## src/rtl/qspi_arb_pkg.sv

```systemverilog
// rtl/qspi_arb_pkg.sv - shared types, idle pad values and counter sizing for the QSPI flash arbiter
//
// Contents:
//   arb_state_t   - arbiter FSM state encoding (IDLE, OWN0, OWN1, GUARD)
//   CS_IDLE       - chip-select level driven while nobody owns the pins
//   DQ_IDLE_O     - pad data value driven while nobody owns the pins
//   DQ_IDLE_I     - data returned to a non-owner (matches the board pull-ups)
//   cnt_width()   - bits needed to hold a counter value 0..max_val
package qspi_arb_pkg;

    typedef enum logic [1:0] {
        ST_IDLE  = 2'd0,
        ST_OWN0  = 2'd1,
        ST_OWN1  = 2'd2,
        ST_GUARD = 2'd3
    } arb_state_t;

    localparam logic       CS_IDLE   = 1'b1;
    localparam logic [3:0] DQ_IDLE_O = 4'h0;
    localparam logic [3:0] DQ_IDLE_I = 4'hF;

    localparam int GUARD_CYCLES_DEF = 4;
    localparam int HOLD_MAX_DEF     = 1024;

    function automatic int cnt_width(input int max_val);
        return (max_val < 2) ? 1 : $clog2(max_val + 1);
    endfunction

    localparam int GUARD_W_DEF = cnt_width(GUARD_CYCLES_DEF);
    localparam int HOLD_W_DEF  = cnt_width(HOLD_MAX_DEF);

endpackage

```

## src/rtl/qspi_pin_mux.sv

```systemverilog
// rtl/qspi_pin_mux.sv - combinational 2:1 pad mux and data return path for two QSPI masters
//
// Ports:
//   sel          - owner select (0 = requester 0, 1 = requester 1)
//   force_idle   - drive idle pad values and idle return data to both masters
//   m0_*, m1_*   - per-master sck, cs_n, dq_o, dq_oe in; dq_i out
//   pad_*        - pad sck, cs_n, dq_o, dq_oe out; pad_dq_i in
module qspi_pin_mux
    import qspi_arb_pkg::*;
(
    input  logic       sel,
    input  logic       force_idle,
    input  logic       m0_sck,
    input  logic       m0_cs_n,
    input  logic [3:0] m0_dq_o,
    input  logic [3:0] m0_dq_oe,
    output logic [3:0] m0_dq_i,
    input  logic       m1_sck,
    input  logic       m1_cs_n,
    input  logic [3:0] m1_dq_o,
    input  logic [3:0] m1_dq_oe,
    output logic [3:0] m1_dq_i,
    output logic       pad_sck,
    output logic       pad_cs_n,
    output logic [3:0] pad_dq_o,
    output logic [3:0] pad_dq_oe,
    input  logic [3:0] pad_dq_i
);

    always_comb begin
        pad_sck   = 1'b0;
        pad_cs_n  = CS_IDLE;
        pad_dq_o  = DQ_IDLE_O;
        pad_dq_oe = 4'h0;
        m0_dq_i   = DQ_IDLE_I;
        m1_dq_i   = DQ_IDLE_I;
        if (!force_idle) begin
            if (sel) begin
                pad_sck   = m1_sck;
                pad_cs_n  = m1_cs_n;
                pad_dq_o  = m1_dq_o;
                pad_dq_oe = m1_dq_oe;
                m1_dq_i   = pad_dq_i;
            end else begin
                pad_sck   = m0_sck;
                pad_cs_n  = m0_cs_n;
                pad_dq_o  = m0_dq_o;
                pad_dq_oe = m0_dq_oe;
                m0_dq_i   = pad_dq_i;
            end
        end
    end

endmodule

```

## src/rtl/qspi_flash_arbiter.sv

```systemverilog
// rtl/qspi_flash_arbiter.sv - two-master QSPI flash pin arbiter with guard gap and idle-hold preemption
//
// Ports:
//   clock, reset          - system clock, synchronous active-high reset
//   m0_req / m1_req       - requester wants the flash
//   m0_gnt / m1_gnt       - requester owns the pins (registered)
//   mX_sck, mX_cs_n       - requester serial clock and chip select
//   mX_dq_o, mX_dq_oe     - requester data out and output enables
//   mX_dq_i               - data returned to requester (4'hF when not owner)
//   pad_*                 - flash pins toward IOBUF / STARTUPE2
//   busy                  - pins owned or guard gap running
module qspi_flash_arbiter
    import qspi_arb_pkg::*;
#(
    parameter int GUARD_CYCLES = GUARD_CYCLES_DEF,
    parameter int HOLD_MAX     = HOLD_MAX_DEF
) (
    input  logic       clock,
    input  logic       reset,
    input  logic       m0_req,
    output logic       m0_gnt,
    input  logic       m0_sck,
    input  logic       m0_cs_n,
    input  logic [3:0] m0_dq_o,
    input  logic [3:0] m0_dq_oe,
    output logic [3:0] m0_dq_i,
    input  logic       m1_req,
    output logic       m1_gnt,
    input  logic       m1_sck,
    input  logic       m1_cs_n,
    input  logic [3:0] m1_dq_o,
    input  logic [3:0] m1_dq_oe,
    output logic [3:0] m1_dq_i,
    output logic       pad_sck,
    output logic       pad_cs_n,
    output logic [3:0] pad_dq_o,
    output logic [3:0] pad_dq_oe,
    input  logic [3:0] pad_dq_i,
    output logic       busy
);

    localparam int GW = cnt_width(GUARD_CYCLES);
    localparam int HW = cnt_width(HOLD_MAX);
    localparam logic [GW-1:0] GUARD_LAST = GW'(GUARD_CYCLES - 1);
    localparam logic [HW-1:0] HOLD_LIM   = HW'(HOLD_MAX);

    arb_state_t     state;
    logic           last_owner;
    logic [GW-1:0]  guard_cnt;
    logic [HW-1:0]  idle_cnt;

    logic own_cs_n;
    logic own_req;
    logic other_req;
    logic hold_hit;
    logic release_own;

    // Owner-relative view so OWN0 and OWN1 share one exit rule.
    always_comb begin
        own_cs_n    = (state == ST_OWN1) ? m1_cs_n : m0_cs_n;
        own_req     = (state == ST_OWN1) ? m1_req  : m0_req;
        other_req   = (state == ST_OWN1) ? m0_req  : m1_req;
        hold_hit    = (HOLD_MAX != 0) && other_req && (idle_cnt == HOLD_LIM);
        // A live transaction (cs_n low) always blocks release.
        release_own = own_cs_n && (!own_req || hold_hit);
    end

    always_ff @(posedge clock) begin
        if (reset) begin
            state      <= ST_IDLE;
            m0_gnt     <= 1'b0;
            m1_gnt     <= 1'b0;
            busy       <= 1'b0;
            last_owner <= 1'b1;
            guard_cnt  <= '0;
            idle_cnt   <= '0;
        end else begin
            case (state)
                ST_IDLE: begin
                    guard_cnt <= '0;
                    idle_cnt  <= '0;
                    // Round robin on a tie: the side that did not own last wins.
                    if (m0_req && (!m1_req || last_owner)) begin
                        state  <= ST_OWN0;
                        m0_gnt <= 1'b1;
                        busy   <= 1'b1;
                    end else if (m1_req) begin
                        state  <= ST_OWN1;
                        m1_gnt <= 1'b1;
                        busy   <= 1'b1;
                    end
                end
                ST_OWN0, ST_OWN1: begin
                    if (release_own) begin
                        state      <= ST_GUARD;
                        m0_gnt     <= 1'b0;
                        m1_gnt     <= 1'b0;
                        last_owner <= (state == ST_OWN1);
                        idle_cnt   <= '0;
                        guard_cnt  <= '0;
                    end else if (!own_cs_n || !other_req) begin
                        idle_cnt <= '0;
                    end else if (idle_cnt != HOLD_LIM) begin
                        idle_cnt <= idle_cnt + 1'b1;
                    end
                end
                ST_GUARD: begin
                    if (guard_cnt == GUARD_LAST) begin
                        state     <= ST_IDLE;
                        busy      <= 1'b0;
                        guard_cnt <= '0;
                    end else begin
                        guard_cnt <= guard_cnt + 1'b1;
                    end
                end
                default: begin
                    state  <= ST_IDLE;
                    m0_gnt <= 1'b0;
                    m1_gnt <= 1'b0;
                    busy   <= 1'b0;
                end
            endcase
        end
    end

    // Pads depend only on registered state, so no latency is added on any pin.
    qspi_pin_mux u_pin_mux (
        .sel        (state == ST_OWN1),
        .force_idle (!((state == ST_OWN0) || (state == ST_OWN1))),
        .m0_sck     (m0_sck),
        .m0_cs_n    (m0_cs_n),
        .m0_dq_o    (m0_dq_o),
        .m0_dq_oe   (m0_dq_oe),
        .m0_dq_i    (m0_dq_i),
        .m1_sck     (m1_sck),
        .m1_cs_n    (m1_cs_n),
        .m1_dq_o    (m1_dq_o),
        .m1_dq_oe   (m1_dq_oe),
        .m1_dq_i    (m1_dq_i),
        .pad_sck    (pad_sck),
        .pad_cs_n   (pad_cs_n),
        .pad_dq_o   (pad_dq_o),
        .pad_dq_oe  (pad_dq_oe),
        .pad_dq_i   (pad_dq_i)
    );

endmodule

```

## config.mk

```make
export PLATFORM = sky130hd
export DESIGN_NAME = qspi_flash_arbiter
export DESIGN_NICKNAME = d
export VERILOG_FILES = /design/src/rtl/qspi_arb_pkg.sv /design/src/rtl/qspi_pin_mux.sv /design/src/rtl/qspi_flash_arbiter.sv
export SDC_FILE = /design/constraint.sdc
export NUM_CORES = 1
export LEC_CHECK = 0
export ABC_AREA = 1
export CAP_MARGIN = 20
export CORE_UTILIZATION = 45
export DETAILED_ROUTE_END_ITERATION = 7
export GPL_ROUTABILITY_DRIVEN = 0
export PLACE_DENSITY_LB_ADDON = 0.08
export SLEW_MARGIN = 20
export SYNTH_ARGS = -nofsm -noshare
export SYNTH_HDL_FRONTEND = slang
export SYNTH_SLANG_ARGS = --single-unit
```

## constraint.sdc

```tcl
create_clock -name clock -period 2.1 [get_ports clock]
set_clock_uncertainty 0.1 [all_clocks]
set_input_delay 0.315 -clock clock [delete_from_list [all_inputs] [get_ports clock]]
set_output_delay 0.315 -clock clock [all_outputs]
set_load 0.03 [all_outputs]
```

==> flow_summary.toml <==
[worst_setup_path]
endpoint_kind = "output port"
cp.required_ns = 1.68
worstSetupPathType = "reg -> out"
start_kind = "flop"
crit_arrival_ns = 1.61
critPathMaxFanout = 6

[die]
std_cell_rows = 19
coreArea_um2 = 2829
ios = 49
die-area_um2 = 3269
initial_utilization = 0.4843
die_h_um = 57.18
fp.dieW_um = 57.18

[clock_tree]
clock_path_buffers = 2
h-tree-depth = 1
cts_tree = "yes"
worstSkewPairLatency_ns = 0.30
cts_buffers = 3
path_clk_slew_ns = 0.11
clock-sinks = 20
root_buffer = "clkbuf_4"

[drt]
firstDrtPassIters = 6
antenna_left = 0
routedWlPerCell_um = 11.15
vias = 1452
avgViaCountPerCell = 4.856
drt_wl_total_um = 3333
drc = 6
drt-initial-drc-count = 71

[worst_hold_path]
hold_class = "reg -> reg"

[synth]
synth.yosys.warnings = 0
synthFlopType = "dfxtp_1"
syn_area_um2 = 1370
netlist_top_cells_area = "dfxtp_1, nand2_1, nor2_1"
ys_async_sr_fraction = 0
netlist_instances = 206
ys_seq_elements = 20
yosysMostFrequentCell = "nand2_1"
synth_top_area_share = 0.2922
synth-edff-count = 0
seq_area_frac_synth = 0.2922
avgSynthCellArea_um2 = 6.651
synth_top_cell_by_area = "dfxtp_1"
synthTopCellsByCount = "nand2_1, nor2_1, inv_1, dfxtp_1, nand3_1"
synth_nets = 242
ys_types = 25

[global_route]
grt_usage = 0.2141
grt_max_degree = 17
antenna_found_initial = 0
grt_pass1_wl_um = 5582
gr-total-overflow = 0
grt_pass1_vias = 1344

[run]
drv_cap = 0

[layout]
regArea_um2 = 401.6
drive_gt1_frac = 0.2500
stdcell_count = 299
nets = 305
antennaDiodeCount = 0
multiInputGateArea_um2 = 860.8
fin_util = 0.7147
nFillCells = 259
synthToLayoutAreaGrowth_pct = 47.58
stdcell_area_um2 = 2022

[sta]
finalCritPeriodShare = 0.9622
worstMarginPinSlew_ns = 0.3944
worst_slack_ns = 0.07929
setup_tns_ns = 0
final_max_slew_viol_count = 0
period_needed_ns = 2.021
max-slew-margin-rel = 0.7343
hold_viol = 0
setup_viol = 0
fmax_mhz = 494.9

[placement]
placed_cell_area_um2 = 1896
dp_slack_ns = -0.01645
dpl.hpwl_um = 2504
io_buffer_count = 48
post-place-cells = 288

[outcome]
violations = "design-rule violations"
status = "complete, but fails checks"

[power_and_ir_drop]
ir_worst_vdd_mv = 0.8480
leakage_nw = 0.8973
cellPowerDensity_nw_per_um2 = 1199
cells by family (layout without fill, tap and decap cells):
kind of cell	count (synthesis)	in the layout	share of synthesized area
AO/OA/AOI/OAI	24	24	0.08950
XOR/XNOR	8	8	0.05114
adder cells (fa/ha/maj)	8	8	0.07306
buffers and inverters	34	96	0.1068
flip-flops	20	20	0.2922
multiplexers	1	1	0.007306
AND/OR/NAND/NOR	111	111	0.3799
flip-flops by register name, summed over array words and instances (netlist names):
register and cells:
m1_gnt 1, state 2, last_owner 1, busy 1
idle_cnt 11, m0_gnt 1, guard_cnt 3
power by group:
group | internal (mW) | leakage, nW | switching (mW) | total (mW)
clock | 0.193 | 0.0279 | 0.120 | 0.313
sequential | 0.437 | 0.163 | 0.0335 | 0.470
combinational | 0.666 | 0.706 | 0.977 | 1.64
final timing paths:
kind | startpoint | end | slack (ns) | depth (start not counted)
hold reg to reg | guard_cnt[2] | guard_cnt[2] | 0.35 | 2
setup reg to reg | state[1] | idle_cnt[2] | 0.19 | 13
setup / recovery | state[1] | pad_dq_oe[0] | 0.08 | 7
hold / removal | guard_cnt[2] | guard_cnt[2] | 0.35 | 2
through the flow:
stage                     hold slack, ns  total power [mW]
after floorplan                   0.2841             1.481
after global placement            0.3265             1.957
after detailed placement          0.3351             1.964
after CTS                         0.3508             2.339
after global routing              0.3801             2.596
final                             0.3503             2.425
layout by cell type, fill, tap and decap left out, types with 2 or more instances in the layout:
| master | n |
|---|---|
| o21ai_0 | 13 |
| nand2_2 | 6 |
| nand2_4 | 2 |
| nor2_2 | 15 |
| ha_1 | 6 |
| nand3_1 | 16 |
| clkbuf_4 | 3 |
| nor2_1 | 26 |
| nand4_1 | 5 |
| nand2_1 | 37 |
| a21oi_1 | 10 |
| clkdlybuf4s50_1 | 30 |
| dlygate4sd2_1 | 4 |
| dfxtp_1 | 19 |
| buf_4 | 30 |
| inv_2 | 3 |
| inv_1 | 23 |
| ha_4 | 2 |
| xor2_1 | 8 |
worst max-delay path, cell delays in order, from the launching register on:
cell	delay [ns]
dfxtp_2	0.35
buf_4	0.12
inv_2	0.06
ha_4	0.28
buf_4	0.14
o21ai_0	0.10
nor2_2	0.10
buf_4	0.17
layer usage:
layer,wire length (um),track usage
met1,1557,0.2644
met2,1559,0.3832
met3,196,0.04535
met4,21,0.04530
met5,0,0
repair_timing:
action / CTS / global route
resized for setup: 9 / 4
pin swaps: 0 / 2
setup buffers: 0 / 7
hold buffers: 0 / 0
endpoints found under the setup margin: 28 / 10
final cells by class:
type / instances / share of cell area
multi-input cells: 152 / 0.4257
repair buffers: 64 / 0.2772
flip-flops and latches: 20 / 0.1986
inverters: 28 / 0.05322
well taps: 31 / 0.01918
clock inverters: 1 / 0.01485
clock buffers: 3 / 0.01114
(Power assumes the default switching activity.)
